## config.mk

```make
export PLATFORM = sky130hd
export DESIGN_NAME = pipeline_hazard_ctrl_flat
export DESIGN_NICKNAME = d
export VERILOG_FILES = /design/src/rtl/pipeline_hazard_ctrl_if.sv /design/src/rtl/pipeline_hazard_ctrl.sv /design/src/flat_wrapper.sv
export SDC_FILE = /design/constraint.sdc
export NUM_CORES = 1
export LEC_CHECK = 0
export CORE_MARGIN = 2
export CORE_UTILIZATION = 44
export DETAILED_ROUTE_END_ITERATION = 12
export PLACE_DENSITY = 0.74
export RECOVER_POWER = 25
export SYNTH_ARGS = -nofsm -noshare
export SYNTH_HDL_FRONTEND = slang
export SYNTH_SLANG_ARGS = --single-unit
```

## constraint.sdc

```tcl
create_clock -name Clock -period 1.93 [get_ports Clock]
set_clock_uncertainty 0.1 [all_clocks]
set_input_delay 0.386 -clock Clock [delete_from_list [all_inputs] [get_ports Clock]]
set_output_delay 0.386 -clock Clock [all_outputs]
set_load 0.005 [all_outputs]
```

## src/rtl/pipeline_hazard_ctrl_if.sv

```systemverilog
// Handshake bundle between the pipeline datapath and the hazard controller.
// master: datapath/decoder side. It drives the ID/EX status inputs and receives the controls.
// slave : the controller. It receives the status inputs and drives the enables, flushes,
//         issue, branch select, state and the stall counter.
interface pipeline_hazard_ctrl_if;
  logic        iValidID;
  logic        iUseA;
  logic        iUseB;
  logic        iWriteA;
  logic        iWriteB;
  logic        iLoad;
  logic        iHaltID;
  logic        iBranchTakenEX;
  logic        iResume;
  logic        oEnablePC;
  logic        oEnableIFID;
  logic        oFlushIF;
  logic        oFlushID;
  logic        oIssue;
  logic        oSelectBranchPC;
  logic [1:0]  oState;
  logic [15:0] oStallCount;

  modport master (
    output iValidID, iUseA, iUseB, iWriteA, iWriteB, iLoad, iHaltID, iBranchTakenEX, iResume,
    input  oEnablePC, oEnableIFID, oFlushIF, oFlushID, oIssue, oSelectBranchPC, oState,
           oStallCount
  );

  modport slave (
    input  iValidID, iUseA, iUseB, iWriteA, iWriteB, iLoad, iHaltID, iBranchTakenEX, iResume,
    output oEnablePC, oEnableIFID, oFlushIF, oFlushID, oIssue, oSelectBranchPC, oState,
           oStallCount
  );
endinterface

```

## src/rtl/pipeline_hazard_ctrl.sv

```systemverilog
// Central pipeline controller for the IF/ID/EX/MEM/WB processor.
// - Scoreboard: one countdown per register (A, B) tracking cycles until a pending write lands.
// - Stalls PC/IF/ID on RAW/WAW hazards and flushes IF/ID on a taken branch from EX.
// - Sequences HALT/RESUME and keeps a saturating stall-cycle counter for debug.
// Ports:
//   Clock : rising-edge clock
//   Reset : synchronous, active-high; while high the controls are forced to "free run, no issue"
//   bus   : slave side of pipeline_hazard_ctrl_if (status inputs, control outputs)
module pipeline_hazard_ctrl #(
  parameter int unsigned ALU_LAT  = 1,
  parameter int unsigned LOAD_LAT = 3,
  parameter int unsigned LAT_W    = 2
) (
  input logic                  Clock,
  input logic                  Reset,
  pipeline_hazard_ctrl_if.slave bus
);

  typedef enum logic [1:0] {
    StRun   = 2'b00,
    StStall = 2'b01,
    StFlush = 2'b10,
    StHalt  = 2'b11
  } state_e;

  localparam logic [LAT_W-1:0] AluLatW  = LAT_W'(ALU_LAT);
  localparam logic [LAT_W-1:0] LoadLatW = LAT_W'(LOAD_LAT);

  state_e           state_q, state_d;
  logic [LAT_W-1:0] cnt_a_q, cnt_a_d;
  logic [LAT_W-1:0] cnt_b_q, cnt_b_d;
  logic [15:0]      stall_cnt_q, stall_cnt_d;

  logic hazard;
  logic en_pc, en_ifid, flush_if, flush_id, issue, sel_branch;

  // Writes count as well as reads so a later writer cannot land before an earlier one (WAW).
  assign hazard = bus.iValidID &
                  (((bus.iUseA | bus.iWriteA) & (cnt_a_q != '0)) |
                   ((bus.iUseB | bus.iWriteB) & (cnt_b_q != '0)));

  always_comb begin
    en_pc      = 1'b1;
    en_ifid    = 1'b1;
    flush_if   = 1'b0;
    flush_id   = 1'b0;
    issue      = bus.iValidID;
    sel_branch = 1'b0;
    state_d    = StRun;
    unique case (state_q)
      StHalt: begin
        en_pc    = 1'b0;
        en_ifid  = 1'b0;
        flush_id = 1'b1;
        issue    = 1'b0;
        state_d  = bus.iResume ? StRun : StHalt;
      end
      default: begin
        if (bus.iBranchTakenEX) begin
          sel_branch = 1'b1;
          flush_if   = 1'b1;
          flush_id   = 1'b1;
          issue      = 1'b0;
          state_d    = StFlush;
        end else if (state_q == StFlush) begin
          // ID holds the bubble inserted by the flush; nothing to check or issue.
          issue = 1'b0;
        end else if (bus.iHaltID && bus.iValidID && !hazard) begin
          en_pc    = 1'b0;
          en_ifid  = 1'b0;
          flush_id = 1'b1;
          issue    = 1'b0;
          state_d  = StHalt;
        end else if (hazard) begin
          en_pc    = 1'b0;
          en_ifid  = 1'b0;
          flush_id = 1'b1;
          issue    = 1'b0;
          state_d  = StStall;
        end
      end
    endcase
  end

  always_comb begin
    cnt_a_d = (cnt_a_q != '0) ? cnt_a_q - 1'b1 : cnt_a_q;
    cnt_b_d = (cnt_b_q != '0) ? cnt_b_q - 1'b1 : cnt_b_q;
    if (issue && bus.iWriteA) cnt_a_d = bus.iLoad ? LoadLatW : AluLatW;
    if (issue && bus.iWriteB) cnt_b_d = bus.iLoad ? LoadLatW : AluLatW;

    stall_cnt_d = stall_cnt_q;
    if (state_q != StHalt && !en_pc && stall_cnt_q != 16'hFFFF) begin
      stall_cnt_d = stall_cnt_q + 16'd1;
    end
  end

  always_ff @(posedge Clock) begin
    if (Reset) begin
      state_q     <= StRun;
      cnt_a_q     <= '0;
      cnt_b_q     <= '0;
      stall_cnt_q <= '0;
    end else begin
      state_q     <= state_d;
      cnt_a_q     <= cnt_a_d;
      cnt_b_q     <= cnt_b_d;
      stall_cnt_q <= stall_cnt_d;
    end
  end

  assign bus.oEnablePC       = Reset | en_pc;
  assign bus.oEnableIFID     = Reset | en_ifid;
  assign bus.oFlushIF        = ~Reset & flush_if;
  assign bus.oFlushID        = ~Reset & flush_id;
  assign bus.oIssue          = ~Reset & issue;
  assign bus.oSelectBranchPC = ~Reset & sel_branch;
  assign bus.oState          = state_q;
  assign bus.oStallCount     = stall_cnt_q;

endmodule
```

## src/flat_wrapper.sv

```systemverilog
// flat-port wrapper written by rule: the top's interface ports become plain ports
module pipeline_hazard_ctrl_flat 
#(
  parameter int unsigned ALU_LAT  = 1,
  parameter int unsigned LOAD_LAT = 3,
  parameter int unsigned LAT_W    = 2
)
  (Clock, Reset, bus_iValidID, bus_iUseA, bus_iUseB, bus_iWriteA, bus_iWriteB, bus_iLoad, bus_iHaltID, bus_iBranchTakenEX, bus_iResume, bus_oEnablePC, bus_oEnableIFID, bus_oFlushIF, bus_oFlushID, bus_oIssue, bus_oSelectBranchPC, bus_oState, bus_oStallCount);
  pipeline_hazard_ctrl_if bus_i ();
  input logic Clock;
  input logic Reset;
  input wire logic [$bits(bus_i.iValidID)-1:0] bus_iValidID;
  input wire logic [$bits(bus_i.iUseA)-1:0] bus_iUseA;
  input wire logic [$bits(bus_i.iUseB)-1:0] bus_iUseB;
  input wire logic [$bits(bus_i.iWriteA)-1:0] bus_iWriteA;
  input wire logic [$bits(bus_i.iWriteB)-1:0] bus_iWriteB;
  input wire logic [$bits(bus_i.iLoad)-1:0] bus_iLoad;
  input wire logic [$bits(bus_i.iHaltID)-1:0] bus_iHaltID;
  input wire logic [$bits(bus_i.iBranchTakenEX)-1:0] bus_iBranchTakenEX;
  input wire logic [$bits(bus_i.iResume)-1:0] bus_iResume;
  output wire logic [$bits(bus_i.oEnablePC)-1:0] bus_oEnablePC;
  output wire logic [$bits(bus_i.oEnableIFID)-1:0] bus_oEnableIFID;
  output wire logic [$bits(bus_i.oFlushIF)-1:0] bus_oFlushIF;
  output wire logic [$bits(bus_i.oFlushID)-1:0] bus_oFlushID;
  output wire logic [$bits(bus_i.oIssue)-1:0] bus_oIssue;
  output wire logic [$bits(bus_i.oSelectBranchPC)-1:0] bus_oSelectBranchPC;
  output wire logic [$bits(bus_i.oState)-1:0] bus_oState;
  output wire logic [$bits(bus_i.oStallCount)-1:0] bus_oStallCount;
  assign bus_i.iValidID = bus_iValidID;
  assign bus_i.iUseA = bus_iUseA;
  assign bus_i.iUseB = bus_iUseB;
  assign bus_i.iWriteA = bus_iWriteA;
  assign bus_i.iWriteB = bus_iWriteB;
  assign bus_i.iLoad = bus_iLoad;
  assign bus_i.iHaltID = bus_iHaltID;
  assign bus_i.iBranchTakenEX = bus_iBranchTakenEX;
  assign bus_i.iResume = bus_iResume;
  assign bus_oEnablePC = bus_i.oEnablePC;
  assign bus_oEnableIFID = bus_i.oEnableIFID;
  assign bus_oFlushIF = bus_i.oFlushIF;
  assign bus_oFlushID = bus_i.oFlushID;
  assign bus_oIssue = bus_i.oIssue;
  assign bus_oSelectBranchPC = bus_i.oSelectBranchPC;
  assign bus_oState = bus_i.oState;
  assign bus_oStallCount = bus_i.oStallCount;
  pipeline_hazard_ctrl #(.ALU_LAT(ALU_LAT), .LOAD_LAT(LOAD_LAT), .LAT_W(LAT_W)) u_core (.Clock(Clock), .Reset(Reset), .bus(bus_i));
endmodule
```

==> results.toml <==
[run_status]
outcome = "finished, violations left"
violations = "setup timing"

[synth]
synth-edff-count = 0
syn_nets = 172
yosys_warnings = 0
async_flop_share_pct = 0
synth_cell_types = 48
yosysSeqAreaShare_pct = 31.7
syn_area_per_cell_um2 = 8.80
ys.flop_type = "dfxtp_1"
synthTopCellsByArea = "dfxtp_1 (32%), nand2_1 (5.1%), a21oi_1 (4.0%), mux2_1 (3.2%), o31ai_1 (3.2%)"
yosysTopAreaCellShare_pct = 31.7
syn-cell-area_um2 = 1390
syn_inst = 158
yosysTopAreaCell = "dfxtp_1"
yosys_register_bits = 22

[power_and_ir_drop]
finalPower_mw = 1.54
seqPwrFrac_pct = 35.0
leakagePower_nw = 0.875
swShare_pct = 32.2
clkPwrFrac_pct = 14.4
irDropWorstVdd_v = 0.000480
p_per_area_nw_per_um2 = 664
netSwitchingPower_mw = 0.494
power.internal_mw = 1.04
power_frac_comb_pct = 50.7

[routing]
drt_pre_antenna_iters = 4
vias_per_cell = 5.72
drt-initial-drc-count = 81
vias = 1538
drc = 0
avgRoutedWirePerCell_um = 16.3
wl_um = 4400
ant_nets = 0

[worst_setup_path]
rr_startpoint = "u_core.cnt_b_q[1]"
crit_fanout = 2
rrSetupSlack_ps = -110
startpoint = "u_core.cnt_b_q[1]"
worstSetupEndpoint = "bus_oFlushID"
slowest_delay_ps = 370
r2r_cells = 9
endpoint_kind = "primary output"
setup.worst_path.class = "reg2out"
start_kind = "flop"
crit_arrival_ps = 1760
worstPathRequired_ps = 1440
cp_slowest_cell = "or3b_4"
path_cells = "inv_2 > ha_4 > o21ba_4 > nor3_4 > or3b_4 > a21oi_2 > buf_2"
r2r_end = "u_core.bus.oStallCount[4]"

[layout]
layoutNonFillerInstCount = 269
final_common_cell = "buf_4"
layout.nets = 241
layout_common_cells = "buf_4 (32), clkdlybuf4s50_1 (21), nand2_1 (18)"
final_cell_area_um2 = 2310
n_antenna_cell = 0
synthToLayoutAreaGrowth_pct = 66.5
multi_input_area_um2 = 1090
drive_gt1_share_pct = 45.8
regArea_um2 = 452
fillCellCount = 209

[clocking]
h-tree-depth = 1
cts_tree = "done"
clk_path_buf_depth = 2
clkTransAtPathRegs_ps = 110
cts_buffers = 3
clock-root-buffer = "clkbuf_4"
clk_latency_ps = 330
cts_hold_buf = 0
clkSinkCount = 22

[global_routing]
grt_pass1_vias = 1500
grt_antenna_before_repair = 0
grt.total_usage_pct = 23.8
grt_max_degree = 20
grt_overflow = 0
grt_pass1_wl_um = 6460

[place]
place_inst = 253
routabilityCongestion = 0.914
io_buffers = 34
dp_hpwl_um = 2820
dpl_cell_area_um2 = 1950
pre_cts_ws_ps = -755

[worst_hold_path]
min-delay-start = "u_core.bus.oStallCount[2]"
hold_class = "reg2reg"

[floorplanning]
initial_core_util_pct = 45.9
coreArea_um2 = 3030
die_area_um2 = 3620
die_w_um = 60.2
ioPinCount = 35
die_y_um = 60.2
row_count = 20

[sta]
setup_slack_ps = -312
fmax_ghz = 0.446
fin_crit_sh_pct = 116
hold_ws_ps = 444
rsz0062_at_grt = "yes"
tightestPinTransition_ps = 413
drv_slew = 0
period_needed_ps = 2240
final-hold-violation-count = 0
relSlewSlack_pct = 72.4
setup_violations = 12

[run]
maxCapViolCount = 0
worst min path at each step:
stage | endpoint | slack (ps) | cells after the start
6_report | u_core.bus.oStallCount[2] | 440 | 1
5_1_grt | u_core.cnt_a_q[1] | 470 | 3
4_1_cts | u_core.bus.oStallCount[15] | 460 | 2
3_5_place_dp | u_core.bus.oStallCount[15] | 440 | 2
3_3_place_gp | u_core.bus.oStallCount[15] | 430 | 2
2_1_floorplan | u_core.bus.oStallCount[1] | 390 | 2
critical path: cells and delay by family, from the launching register on:
kind | cells | cell delay, ps
AO/OA/AOI/OAI | 2 | 350
AND/OR/NAND/NOR | 2 | 420
adder cells (fa/ha/maj) | 1 | 150
buffers and inverters | 2 | 170
flip-flops | 1 | 360
what timing repair did:
| item | in CTS | in global routing |
|---|---|---|
| cloned | 1 | 1 |
| endpoints found under the setup margin | 15 | 20 |
| pin swaps | 9 | 15 |
| resized for setup | 49 | 30 |
| setup buffers | 8 | 4 |
sequential cells by signal, indices dropped and copies added, names as in the netlist:
register                cells
u_core.cnt_a_q              2
u_core.cnt_b_q              2
u_core.bus.oState           2
u_core.bus.oStallCount     16
routing by layer:
layer  vias to the layer above  wire length (um)  GRT usage [%]
met5                         -                 0              0
li1                        726                 -              -
met1                       732              1880           30.3
met4                         0                93           13.3
met3                        10               259           2.81
met2                        70              2160           38.7
cell families (layout without fill, tap and decap cells):
kind of cell,after synthesis,in the layout,share of synthesized area (%)
AOI/OAI and AO/OA,37,37,19.4
xor gates and xnor gates,2,2,1.26
adders and majority gates,3,3,2.70
buffers and inverters,16,83,6.21
DFF,22,22,31.7
muxes,7,7,5.40
and+or+nand+nor,71,71,33.3
synthesized netlist by cell type, types with 2 or more instances:
| cell | count |
|---|---|
| a21oi_1 | 11 |
| and2_1 | 2 |
| and3_1 | 5 |
| and4_2 | 2 |
| buf_4 | 3 |
| buf_6 | 2 |
| clkbuf_1 | 3 |
| dfxtp_1 | 22 |
| ha_1 | 3 |
| inv_1 | 8 |
| mux2_1 | 4 |
| mux2i_1 | 3 |
| nand2_1 | 19 |
| nand3_1 | 4 |
| nand4_1 | 3 |
| nor2_1 | 6 |
| nor2b_1 | 4 |
| nor3_1 | 2 |
| nor4_1 | 5 |
| nor4_2 | 2 |
| o21a_1 | 3 |
| o21ai_0 | 4 |
| o21ba_2 | 2 |
| o31a_1 | 2 |
| o31ai_1 | 6 |
| or2_2 | 2 |
| or3_1 | 2 |
| or4_1 | 4 |
per-stage QoR:
stage	utilization (%)	setup TNS, ps
after floorplan	-	-74.5
after global placement	64.4	-8440
after detailed placement	64.4	-9640
after CTS	70.0	-1910
after global routing	76.4	-2490
final	76.4	-1350
power groups by stage:
| stage | combinational (mW) | sequential [mW] | clock, mW |
|---|---|---|---|
| 5_1_grt | 0.845 | 0.542 | 0.241 |
| 6_report | 0.779 | 0.537 | 0.221 |
| 4_1_cts | 0.739 | 0.535 | 0.218 |
| 3_5_place_dp | 0.579 | 0.537 | 0 |
| 2_1_floorplan | 0.342 | 0.538 | 0 |
| 3_3_place_gp | 0.546 | 0.533 | 0 |
final cells by class:
| type | count | area share, % |
|---|---|---|
| flip-flops and latches | 22 | 19.5 |
| clock buffers | 3 | 0.973 |
| multi-input cells | 120 | 47.1 |
| inverters | 8 | 1.30 |
| repair buffers | 72 | 28.8 |
| well taps | 44 | 2.38 |
(Power assumes the default switching activity.)
